--- config.mk ---
export PLATFORM = sky130hd
export DESIGN_NAME = alu_arbiter_flat
export DESIGN_NICKNAME = d
export VERILOG_FILES = /design/src/rtl/alu_arbiter_if.sv /design/src/rtl/alu_arbiter.sv /design/src/flat_wrapper.sv
export SDC_FILE = /design/constraint.sdc
export NUM_CORES = 1
export LEC_CHECK = 0
export ABC_AREA = 1
export CAP_MARGIN = 5
export CORE_UTILIZATION = 37
export CTS_BUF_LIST = sky130_fd_sc_hd__clkbuf_8
export CTS_CLUSTER_DIAMETER = 40
export DETAILED_ROUTE_END_ITERATION = 8
export GPL_TIMING_DRIVEN = 0
export PLACE_DENSITY = 0.78
export RECOVER_POWER = 100
export SYNTH_ARGS = -nofsm -noshare
export SYNTH_HDL_FRONTEND = slang
export SYNTH_SLANG_ARGS = --single-unit
export TNS_END_PERCENT = 5
--- constraint.sdc ---
create_clock -name clk -period 1.1 [get_ports clk]
set_input_delay 0.11 -clock clk [delete_from_list [all_inputs] [get_ports clk]]
set_output_delay 0.11 -clock clk [all_outputs]
set_load 0.005 [all_outputs]
--- src/rtl/alu_arbiter_if.sv ---
// alu_arbiter_if: bundles the two requester channels, the shared ALU port
// and the shared response bus of alu_arbiter.
// master: requester/ALU environment side; slave: the arbiter itself.
interface alu_arbiter_if;
  logic        req0_valid;
  logic        req1_valid;
  logic        req0_ready;
  logic        req1_ready;
  logic [31:0] req0_srca;
  logic [31:0] req0_srcb;
  logic [3:0]  req0_op;
  logic [31:0] req1_srca;
  logic [31:0] req1_srcb;
  logic [3:0]  req1_op;

  logic [31:0] alu_srca;
  logic [31:0] alu_srcb;
  logic [3:0]  alu_op;
  logic [31:0] alu_result;
  logic        alu_zero;
  logic        alu_blt;
  logic        alu_bgt;

  logic        resp0_valid;
  logic        resp1_valid;
  logic [31:0] resp_result;
  logic        resp_zero;
  logic        resp_blt;
  logic        resp_bgt;
  logic        busy;

  modport master (
    output req0_valid, req1_valid, req0_srca, req0_srcb, req0_op,
           req1_srca, req1_srcb, req1_op,
           alu_result, alu_zero, alu_blt, alu_bgt,
    input  req0_ready, req1_ready, alu_srca, alu_srcb, alu_op,
           resp0_valid, resp1_valid, resp_result, resp_zero, resp_blt,
           resp_bgt, busy
  );

  modport slave (
    input  req0_valid, req1_valid, req0_srca, req0_srcb, req0_op,
           req1_srca, req1_srcb, req1_op,
           alu_result, alu_zero, alu_blt, alu_bgt,
    output req0_ready, req1_ready, alu_srca, alu_srcb, alu_op,
           resp0_valid, resp1_valid, resp_result, resp_zero, resp_blt,
           resp_bgt, busy
  );
endinterface

--- src/rtl/alu_arbiter.sv ---
// alu_arbiter: shares one combinational ALU between two requesters.
// IDLE/RESP accept one request, EXEC drives the ALU and captures its outputs,
// RESP pulses the response valid of the granted requester.
// Optional feature: define ALU_ARB_ROUND_ROBIN_EN for round-robin arbitration
// on simultaneous requests; otherwise requester 0 has fixed priority.
module alu_arbiter (
  input  logic           clk,
  input  logic           rst_n,
  alu_arbiter_if.slave   bus
);

  typedef enum logic [1:0] {IDLE, EXEC, RESP} state_t;

  state_t      state_q;
  logic [31:0] srca_q;
  logic [31:0] srcb_q;
  logic [3:0]  op_q;
  logic        gnt_q;      // requester owning the transaction in flight
  logic        resp0_q;
  logic        resp1_q;
  logic        busy_q;
  logic [31:0] result_q;
  logic        zero_q;
  logic        blt_q;
  logic        bgt_q;
`ifdef ALU_ARB_ROUND_ROBIN_EN
  logic        last_q;     // requester granted by the most recent handshake
`endif

  logic        accept_d;   // a handshake happens this cycle
  logic        sel_d;      // requester selected this cycle (0 or 1)
  logic [31:0] sel_srca_d;
  logic [31:0] sel_srcb_d;
  logic [3:0]  sel_op_d;

  // Arbitration: pick one pending requester while the arbiter can accept.
  always_comb begin
    accept_d = ((state_q == IDLE) || (state_q == RESP)) &&
               (bus.req0_valid || bus.req1_valid);
`ifdef ALU_ARB_ROUND_ROBIN_EN
    sel_d = (bus.req0_valid && bus.req1_valid) ? ~last_q : bus.req1_valid;
`else
    sel_d = bus.req1_valid && !bus.req0_valid;
`endif
    sel_srca_d = sel_d ? bus.req1_srca : bus.req0_srca;
    sel_srcb_d = sel_d ? bus.req1_srcb : bus.req0_srcb;
    sel_op_d   = sel_d ? bus.req1_op   : bus.req0_op;
  end

  assign bus.req0_ready = accept_d && !sel_d;
  assign bus.req1_ready = accept_d && sel_d;

  // ALU is only driven while executing so it sees zeros otherwise.
  assign bus.alu_srca = (state_q == EXEC) ? srca_q : 32'd0;
  assign bus.alu_srcb = (state_q == EXEC) ? srcb_q : 32'd0;
  assign bus.alu_op   = (state_q == EXEC) ? op_q   : 4'd0;

  assign bus.resp0_valid = resp0_q;
  assign bus.resp1_valid = resp1_q;
  assign bus.resp_result = result_q;
  assign bus.resp_zero   = zero_q;
  assign bus.resp_blt    = blt_q;
  assign bus.resp_bgt    = bgt_q;
  assign bus.busy        = busy_q;

  // Transaction FSM with registered response pulses, busy and result capture.
  always_ff @(posedge clk or negedge rst_n) begin
    if (!rst_n) begin
      state_q  <= IDLE;
      srca_q   <= 32'd0;
      srcb_q   <= 32'd0;
      op_q     <= 4'd0;
      gnt_q    <= 1'b0;
      resp0_q  <= 1'b0;
      resp1_q  <= 1'b0;
      busy_q   <= 1'b0;
      result_q <= 32'd0;
      zero_q   <= 1'b0;
      blt_q    <= 1'b0;
      bgt_q    <= 1'b0;
`ifdef ALU_ARB_ROUND_ROBIN_EN
      last_q   <= 1'b1;
`endif
    end else begin
      case (state_q)
        EXEC: begin
          result_q <= bus.alu_result;
          zero_q   <= bus.alu_zero;
          blt_q    <= bus.alu_blt;
          bgt_q    <= bus.alu_bgt;
          resp0_q  <= !gnt_q;
          resp1_q  <= gnt_q;
          busy_q   <= 1'b0;
          state_q  <= RESP;
        end
        default: begin
          // IDLE and RESP: response pulse lasts one cycle; accept next request
          resp0_q <= 1'b0;
          resp1_q <= 1'b0;
          if (accept_d) begin
            srca_q  <= sel_srca_d;
            srcb_q  <= sel_srcb_d;
            op_q    <= sel_op_d;
            gnt_q   <= sel_d;
            busy_q  <= 1'b1;
            state_q <= EXEC;
`ifdef ALU_ARB_ROUND_ROBIN_EN
            last_q  <= sel_d;
`endif
          end else begin
            state_q <= IDLE;
          end
        end
      endcase
    end
  end

endmodule

--- src/flat_wrapper.sv ---
// flat-port wrapper written by rule: the top's interface ports become plain ports
module alu_arbiter_flat 
  (clk, rst_n, bus_req0_valid, bus_req1_valid, bus_req0_srca, bus_req0_srcb, bus_req0_op, bus_req1_srca, bus_req1_srcb, bus_req1_op, bus_alu_result, bus_alu_zero, bus_alu_blt, bus_alu_bgt, bus_req0_ready, bus_req1_ready, bus_alu_srca, bus_alu_srcb, bus_alu_op, bus_resp0_valid, bus_resp1_valid, bus_resp_result, bus_resp_zero, bus_resp_blt, bus_resp_bgt, bus_busy);
  alu_arbiter_if bus_i ();
  input  logic clk;
  input  logic rst_n;
  input wire logic [$bits(bus_i.req0_valid)-1:0] bus_req0_valid;
  input wire logic [$bits(bus_i.req1_valid)-1:0] bus_req1_valid;
  input wire logic [$bits(bus_i.req0_srca)-1:0] bus_req0_srca;
  input wire logic [$bits(bus_i.req0_srcb)-1:0] bus_req0_srcb;
  input wire logic [$bits(bus_i.req0_op)-1:0] bus_req0_op;
  input wire logic [$bits(bus_i.req1_srca)-1:0] bus_req1_srca;
  input wire logic [$bits(bus_i.req1_srcb)-1:0] bus_req1_srcb;
  input wire logic [$bits(bus_i.req1_op)-1:0] bus_req1_op;
  input wire logic [$bits(bus_i.alu_result)-1:0] bus_alu_result;
  input wire logic [$bits(bus_i.alu_zero)-1:0] bus_alu_zero;
  input wire logic [$bits(bus_i.alu_blt)-1:0] bus_alu_blt;
  input wire logic [$bits(bus_i.alu_bgt)-1:0] bus_alu_bgt;
  output wire logic [$bits(bus_i.req0_ready)-1:0] bus_req0_ready;
  output wire logic [$bits(bus_i.req1_ready)-1:0] bus_req1_ready;
  output wire logic [$bits(bus_i.alu_srca)-1:0] bus_alu_srca;
  output wire logic [$bits(bus_i.alu_srcb)-1:0] bus_alu_srcb;
  output wire logic [$bits(bus_i.alu_op)-1:0] bus_alu_op;
  output wire logic [$bits(bus_i.resp0_valid)-1:0] bus_resp0_valid;
  output wire logic [$bits(bus_i.resp1_valid)-1:0] bus_resp1_valid;
  output wire logic [$bits(bus_i.resp_result)-1:0] bus_resp_result;
  output wire logic [$bits(bus_i.resp_zero)-1:0] bus_resp_zero;
  output wire logic [$bits(bus_i.resp_blt)-1:0] bus_resp_blt;
  output wire logic [$bits(bus_i.resp_bgt)-1:0] bus_resp_bgt;
  output wire logic [$bits(bus_i.busy)-1:0] bus_busy;
  assign bus_i.req0_valid = bus_req0_valid;
  assign bus_i.req1_valid = bus_req1_valid;
  assign bus_i.req0_srca = bus_req0_srca;
  assign bus_i.req0_srcb = bus_req0_srcb;
  assign bus_i.req0_op = bus_req0_op;
  assign bus_i.req1_srca = bus_req1_srca;
  assign bus_i.req1_srcb = bus_req1_srcb;
  assign bus_i.req1_op = bus_req1_op;
  assign bus_i.alu_result = bus_alu_result;
  assign bus_i.alu_zero = bus_alu_zero;
  assign bus_i.alu_blt = bus_alu_blt;
  assign bus_i.alu_bgt = bus_alu_bgt;
  assign bus_req0_ready = bus_i.req0_ready;
  assign bus_req1_ready = bus_i.req1_ready;
  assign bus_alu_srca = bus_i.alu_srca;
  assign bus_alu_srcb = bus_i.alu_srcb;
  assign bus_alu_op = bus_i.alu_op;
  assign bus_resp0_valid = bus_i.resp0_valid;
  assign bus_resp1_valid = bus_i.resp1_valid;
  assign bus_resp_result = bus_i.resp_result;
  assign bus_resp_zero = bus_i.resp_zero;
  assign bus_resp_blt = bus_i.resp_blt;
  assign bus_resp_bgt = bus_i.resp_bgt;
  assign bus_busy = bus_i.busy;
  alu_arbiter u_core (.clk(clk), .rst_n(rst_n), .bus(bus_i));
endmodule
# Yosys cells after proc, flatten, opt, wreduce, memory -nomap -nowiden
# Cells that the tools add are included.
# word_totals
ff_bits	109
latchBits	0
ram_bits	0
mem_bits_ro	0
inputBits	175
out_inout_bits	108
wordCells	39
memories	0
# op_classes
n_addsub	0
n_mul	0
div	0
magnitude_cmp	0
eq_ne	2
shifts	0
muxes	12
bitwise_logic	1
reduce_logical	12
# ops
operator	count
two-way mux 32 bit	4
two-way mux 4 bit	2
two-way mux 1 bit	5
logical AND 1 bit	4
zero test 1 bit	3
equality test 2 x 1 -> 1 bit, second input constant	1
equality test 2 bit, second input constant	1
zero test 2 bit	1
logical OR 1 bit	2
two-way mux 2 bit	1
AND reduction 2 bit	1
nonzero test 2 bit	1
NOT 1 bit	1

# Longest topological paths before layout
# Gate-level depths: netlist (run 1).
# logic_depth
depth_word	5
ltp_mapped	8
depth_no_buf	6

# Least setup slack after synthesis (run 1)
# No wires, ideal clock.
# synth_path
path_type	register to output
from	reg u_core.state_q[0]
to	out bus_alu_srca[0]
arrival_time_ns	1.067
required_ns	0.990
setup_slack_ns	-0.077
path_stages_with_launch	7
n_path_buf	2
path_cell_list	dfrtp_1 inv_1 nor2_1 clkinv_1 buf_2 buf_2 nor2_1
# synth_between
elab_chain_cells	2
# synth_lines
item	line	text
start: declaration	alu_arbiter.sv:14	state_t state_q;
start signal: assignment	alu_arbiter.sv:69	state_q <= IDLE;
start signal: assignment	alu_arbiter.sv:94	state_q <= RESP;
start signal: assignment	alu_arbiter.sv:106	state_q <= EXEC;
equality test 2 x 1 -> 1 bit	alu_arbiter.sv:54	assign bus.alu_srca = (state_q == EXEC) ? srca_q : 32'd0;
two-way mux 32 bit	alu_arbiter.sv:54	
end: declaration	flat_wrapper.sv:21	output wire logic [$bits(bus_i.alu_srca)-1:0] bus_alu_srca;
# Every way passes these cells.

# Worst setup path in the final report (run 1)
# layout_path
from	reg u_core.state_q[1]
to	out bus_alu_srcb[30]
# layout_between
elab_chain_cells	2
# layout_lines
item	line	text
equality test 2 x 1 -> 1 bit	alu_arbiter.sv:55	assign bus.alu_srcb = (state_q == EXEC) ? srcb_q : 32'd0;
two-way mux 32 bit	alu_arbiter.sv:55	
end: declaration	flat_wrapper.sv:22	output wire logic [$bits(bus_i.alu_srcb)-1:0] bus_alu_srcb;
# Every way passes these cells.

==> flow_summary.yaml, run 1 <==
sta:
  hold_violations: 0
  worst_pin_slew_ns: 0.6339
  fmax_mhz: 587.4
  max-slew-margin-rel_pct: 57.74
  finalSetupViolations: 176
  layout_worst_path_cycle_share_pct: 154.8
  rsz0062_at_grt: "true"
  min_period_ns: 1.703
  setup_ws_ns: -0.6025
  maxSlewViolCount: 0
  clock_skew_ns: 0.009828
place:
  place.gp.congestion: 0.8309
  port_buffers: 281
  place_area_um2: 8631
  place_ws_ns: -1.268
  hpwl_mm: 13.80
  dp.cells: 1293
power_and_ir_drop:
  pwr-share-comb_pct: 36.0
  p_switching_mw: 4.208
  pwr_density_cell_nw_per_um2: 1363
  power_frac_seq_pct: 42.6
  intPower_mw: 8.250
  power_frac_clock_pct: 21.4
  irDropWorstVdd_uv: 669.9
  swShare_pct: 33.78
  leakagePower_nw: 4.934
logic_synthesis:
  yosys.area.top_type: "dfrtp_1"
  synth_area_leaders: "dfrtp_1, nand2_1, nand3_1, inv_1, nor2_1"
  yosysSeqAreaShare_pct: 49.09
  synth.avg_cell_area_um2: 6.719
  synthCells: 827
  netlist_area_um2: 5557
  syn-num-nets: 1002
  ys_types: 13
  synth_warnings: 0
  netlist.area_leader.share_pct: 49.09
  synth_seq_cells: 109
clocking:
  numCtsBuffers: 9
  clock-root-buffer: "clkbuf_8"
  clk_latency_ns: 0.38
  clock-sinks: 109
  clk_pin_slew_worst_paths_ns: 0.11
  cts_tree: "yes"
  ctsHtreeMaxLevel: 3
  cts_buffer_depth: 2
worst_setup_path:
  critical_path.max_fanout: 10
  max_stage_delay_ns: 0.41
  worstPathRequired_ns: 0.99
  crit_type: "flip-flop to output pin"
  critPathCaptureType: "output pin"
  cpMostUsedCell: "buf_12"
  cp.arrival_ns: 1.59
  critPathLaunchType: "flip-flop"
  cpMaxStageDelayCell: "dfrtp_1"
  critical_path.cell_chain: "nor2_4 > clkinv_4 > buf_12 > buf_12 > nor2_2 > buf_2"
cells_and_area:
  fin_cells: 1324
  antenna_cells: 0
  syn_to_final_growth_pct: 64.44
  drive_above_1_share_pct: 20.35
  final_area_um2: 9138
  final_nets: 1310
  final_common_cell: "nand2_1"
  final_cell_mix: "nand2_1, clkdlybuf4s50_1, dfrtp_1"
global_route:
  grt_usage_pct: 25.02
  antenna_found_initial: 0
  first_global_vias: 5937
  grt_max_degree: 68
  overflow: 0
  grt_pass1_wl_mm: 30.99
run_status:
  status: "complete, but fails checks"
  violations: "negative setup slack"
route:
  wire_per_inst_um: 14.46
  routed_wl_mm: 19.15
  first_pass_iters: 4
  viasPerCell: 4.626
  vias: 6125
  ant_nets: 0
  drt_iter0_markers: 297
  route.detailed.drc: 0
floorplanning:
  die_h_um: 124.5
  die-area_um2: 15510
  coreArea_um2: 14590
  ios: 283
  die_w_um: 124.5
  num_rows: 44
  start_util_pct: 38.09
hold_path:
  min_path_type: "input pin to flip-flop"
flow_run:
  cap_violations: 0
[final cells by class]
class	count	area, µm²
Fill cell	1348	5451
Sequential cell	109	2728
Multi-Input combinational cell	591	2585
Timing Repair Buffer	299	2584
Buffer	49	495.5
Inverter	76	297.8
Tap cell	184	230.2
Clock buffer	11	151.4
Clock inverter	5	66.31
[worst paths after layout]
| kind | end | slack [ns] | depth (start not counted) | from |
|---|---|---|---|---|
| max | bus_alu_srcb[30] | -0.60 | 6 | u_core.state_q[1]$_DFF_PN0_ |
| min | u_core.bus.resp_result[3]$_DFFE_PN0P_ | 0.25 | 3 | bus_alu_result[3] |
| max reg2reg | u_core.srca_q[25]$_DFFE_PN0P_ | -0.28 | 9 | u_core.state_q[0]$_DFF_PN0_ |
| min reg2reg | u_core.bus.resp0_valid$_DFF_PN0_ | 0.47 | 1 | u_core.gnt_q$_DFFE_PN0P_ |
| max in group asynchronous | u_core.srcb_q[10]$_DFFE_PN0P_ | 0.02 | 3 | rst_n |
| min in group asynchronous | u_core.srca_q[1]$_DFFE_PN0P_ | 0.31 | 2 | rst_n |
[synth_stat cells]
master,number
nand2_1,449
dfrtp_1,109
inv_1,73
nor2_1,72
nand3_1,68
clkbuf_1,26
buf_2,22
buf_4,2
inv_2,2
a21oi_1,1
buf_1,1
clkinv_1,1
o21ai_4,1
[kinds of logic after synthesis]
group                  after synthesis  share of synthesized area [%]
AOI/OAI and AO/OA                    2                         0.3828
and+or+nand+nor                    589                          41.32
DFF                                109                          49.09
buffers and inverters              127                          9.209
[state kept, by name, summed over array words and instances, names as in the netlist, 2 cells and up]
signal                  flops
u_core.srcb_q              32
u_core.op_q                 4
u_core.state_q              2
u_core.srca_q              32
u_core.bus.resp_result     32
[power groups by stage]
| stage | registers [mW] | logic, mW | clock network (mW) |
|---|---|---|---|
| finish | 5.30 | 4.49 | 2.66 |
| global route | 5.40 | 4.97 | 2.91 |
| CTS | 5.28 | 4.41 | 2.72 |
| detailed placement | 5.35 | 4.23 | 0 |
| global placement | 5.33 | 4.15 | 0 |
| floorplan | 5.32 | 1.68 | 0 |
[critical path: cells and delay by family (launching register included)]
kind                   cells  cell delay, ns
buffers and inverters      4            0.57
flip-flops                 1            0.41
AND/OR/NAND/NOR            2            0.23
[layer usage]
metal	track usage (%)	vias up	wire length (µm)
met5	0	-	0
met4	7.229	0	335
met3	4.682	24	928
met2	42.74	159	9699
met1	32.12	2879	8188
li1	-	3063	-
[stage by stage]
stage                     utilization, %  hold WS, ns  setup TNS, ns  power [mW]
after floorplan                        -      -0.1856         -1.172       6.997
after global placement             58.99       0.4523        -580.31       9.479
after detailed placement           59.16       0.1466        -107.64       9.581
after CTS                          62.01       0.2296         -57.47       12.41
after global routing               62.63       0.2422         -73.57       13.28
final                              62.63       0.2537         -52.55       12.46
[repair_timing]
action | in CTS | in global routing
gates cloned | 4 | 1
pin swaps | 4 | 2
endpoints found under the setup margin | 217 | 265
hold endpoints to repair | 42 | 0
resized for setup | 527 | 87
buffers inserted | 11 | 0
hold buffers | 1 | 0
Note: power is estimated with default switching activity, not from simulation.
==> run 2, diff against run 1 <==
--- a/config.mk
+++ b/config.mk
@@ -12,7 +12,7 @@
 export CTS_CLUSTER_DIAMETER = 40
 export DETAILED_ROUTE_END_ITERATION = 8
 export GPL_TIMING_DRIVEN = 0
-export PLACE_DENSITY = 0.78
+export PLACE_DENSITY = 0.74
 export RECOVER_POWER = 100
 export SYNTH_ARGS = -nofsm -noshare
 export SYNTH_HDL_FRONTEND = slang
==> run 2 against run 1 <==
  * The run still ends with negative setup slack left
  * Setup slack improved by 0.027 ns
  * Register-to-register slack about the same
  * Cell count unchanged
  * First-iteration DRC count increased by 13%
  * Clock-buffer cell count decreased by 2
  * Critical path depth increased by 1
  * Sequential share of layout area increased by 0.86 points
  * Core utilization decreased by 1.8 points
  * Global-route usage decreased by 0.38 points
  * Power decreased by 5.2%
  * Fmax increased by 1.6%
  * Critical endpoint is now bus_alu_srca[14]
  * Largest cell class unchanged
==> flow_summary.yaml, run 2 (same netlist as run 1, synthesis figures left out) <==
run_status:
  status: "complete, but fails checks"
  violations: "negative setup slack"
floorplanning:
  die_w_um: 124.5
  num_rows: 44
  die_h_um: 124.5
  coreArea_um2: 14590
  ios: 283
  start_util_pct: 38.09
  die-area_um2: 15510
worst_setup_path:
  cpMaxStageDelayCell: "dfrtp_1"
  crit_start: "u_core.state_q[0]$_DFF_PN0_"
  critPathLaunchType: "flip-flop"
  cp.arrival_ns: 1.57
  crit_type: "flip-flop to output pin"
  r2r-start: "u_core.state_q[0]$_DFF_PN0_"
  max_stage_delay_ns: 0.39
  critPathCaptureType: "output pin"
  cpMostUsedCell: "buf_12"
  critical_path.max_fanout: 10
  critical_path.cell_chain: "inv_4 > nor2_4 > clkinv_4 > buf_12 > buf_12 > nor2_1 > buf_2"
  worstPathRequired_ns: 0.99
clocking:
  cts_tree: "yes"
  cts_buffer_depth: 2
  ctsHtreeMaxLevel: 3
  clk_pin_slew_worst_paths_ns: 0.11
  clock-sinks: 109
  clock-root-buffer: "clkbuf_8"
  clk_latency_ns: 0.38
  numCtsBuffers: 9
power_and_ir_drop:
  leakagePower_nw: 4.879
  intPower_mw: 7.752
  power.total_mw: 11.81
  power_frac_clock_pct: 19.7
  pwr_density_cell_nw_per_um2: 1330
  pwr-share-comb_pct: 35.5
  swShare_pct: 34.39
  power_frac_seq_pct: 44.8
  p_switching_mw: 4.063
  irDropWorstVdd_uv: 792.1
sta:
  layout_worst_path_cycle_share_pct: 152.4
  clock_skew_ns: 0.01019
  finalSetupViolations: 176
  maxSlewViolCount: 0
  setup_ws_ns: -0.5759
  hold_violations: 0
  worst_pin_slew_ns: 0.7513
  min_period_ns: 1.676
  max-slew-margin-rel_pct: 49.91
  fmax_mhz: 596.7
  rsz0062_at_grt: "true"
place:
  hpwl_mm: 13.73
  place.gp.congestion: 0.8738
  place_ws_ns: -1.198
  dp.cells: 1293
  port_buffers: 281
route:
  drt_iter0_markers: 336
  route.detailed.drc: 0
  vias: 5987
  wire_per_inst_um: 13.99
  first_pass_iters: 5
  ant_nets: 0
  viasPerCell: 4.522
  routed_wl_mm: 18.52
global_route:
  grt_max_degree: 60
  antenna_found_initial: 1
  first_global_vias: 5708
  overflow: 0
  grt_usage_pct: 24.63
  grt_pass1_wl_mm: 30.29
cells_and_area:
  fillCellCount: 1414
  drive_above_1_share_pct: 19.32
  syn_to_final_growth_pct: 59.83
  final_cell_mix: "nand2_1, clkdlybuf4s50_1, dfrtp_1"
  final_common_cell: "nand2_1"
  final_nets: 1309
  fin_cells: 1324
flow_run:
  cap_violations: 0
hold_path:
  hp-start: "bus_alu_result[21]"
  min_path_type: "input pin to flip-flop"
[run 2: timing repair]
item | CTS | global route
cloned | 3 | 0
resized for setup | 482 | 85
hold buffers | 1 | 0
endpoints found under the setup margin | 217 | 202
endpoints found under the hold margin | 50 | 0
buffers inserted | 10 | 0
pin swaps | 2 | 1
[run 2: per-layer routing]
layer / vias to the layer above / routed length, µm / track usage, %
met5: - / 0 / 0
met3: 34 / 1176 / 4.983
met4: 0 / 509 / 9.355
li1: 3067 / - / -
met2: 192 / 8934 / 40.17
met1: 2694 / 7903 / 32.15
[run 2: path summary, 6_finish.rpt]
kind / endpoint / slack (ns) / cells after the start
worst min register to register: u_core.bus.resp0_valid$_DFF_PN0_ / 0.47 / 1
min in group asynchronous: u_core.srcb_q[29]$_DFFE_PN0P_ / 0.33 / 2
worst max-delay path: bus_alu_srca[14] / -0.58 / 7
worst max register to register: u_core.srca_q[23]$_DFFE_PN0P_ / -0.28 / 9
worst min-delay path: u_core.bus.resp_result[21]$_DFFE_PN0P_ / 0.25 / 3
max in group asynchronous: u_core.bus.resp_zero$_DFFE_PN0P_ / 0.01 / 3
[run 2: power by group through the flow]
stage | combinational [mW] | sequential [mW] | clock (mW)
global route | 4.70 | 5.40 | 2.59
global placement | 4.15 | 5.33 | 0
finish | 4.19 | 5.29 | 2.33
CTS | 4.18 | 5.28 | 2.41
detailed placement | 4.22 | 5.34 | 0
floorplan | 1.68 | 5.32 | 0
[run 2: worst max-delay path: cells and delay by family, from the launching register on]
family        cells  cell delay [ns]
buf+inv           5             0.61
simple gates      2             0.19
flops             1             0.39
[run 2: stage by stage]
step	util [%]	setup TNS, ns	cell area, µm²	hold slack (ns)
after floorplan	-	-1.172	5563	-0.1856
after global placement	58.99	-596.44	8606	0.4408
after detailed placement	59.19	-110.67	8635	0.09231
after CTS	60.59	-59.73	8840	0.2216
after global routing	60.87	-73.76	8881	0.2170
final	60.87	-51.21	8881	0.2462
[run 2: cell type report]
| class | count | area, µm² | area share [%] |
|---|---|---|---|
| Clock buffer | 9 | 123.9 | 1.395 |
| Inverter | 76 | 300.3 | 3.381 |
| Timing Repair Buffer | 296 | 2466 | 27.77 |
| Buffer | 51 | 471.7 | 5.311 |
| Tap cell | 184 | 230.2 | 2.592 |
| Clock inverter | 7 | 56.30 | 0.6340 |
| Sequential cell | 109 | 2728 | 30.71 |
| Multi-Input combinational cell | 591 | 2502 | 28.18 |
| Antenna cell | 1 | 2.502 | 0.02818 |
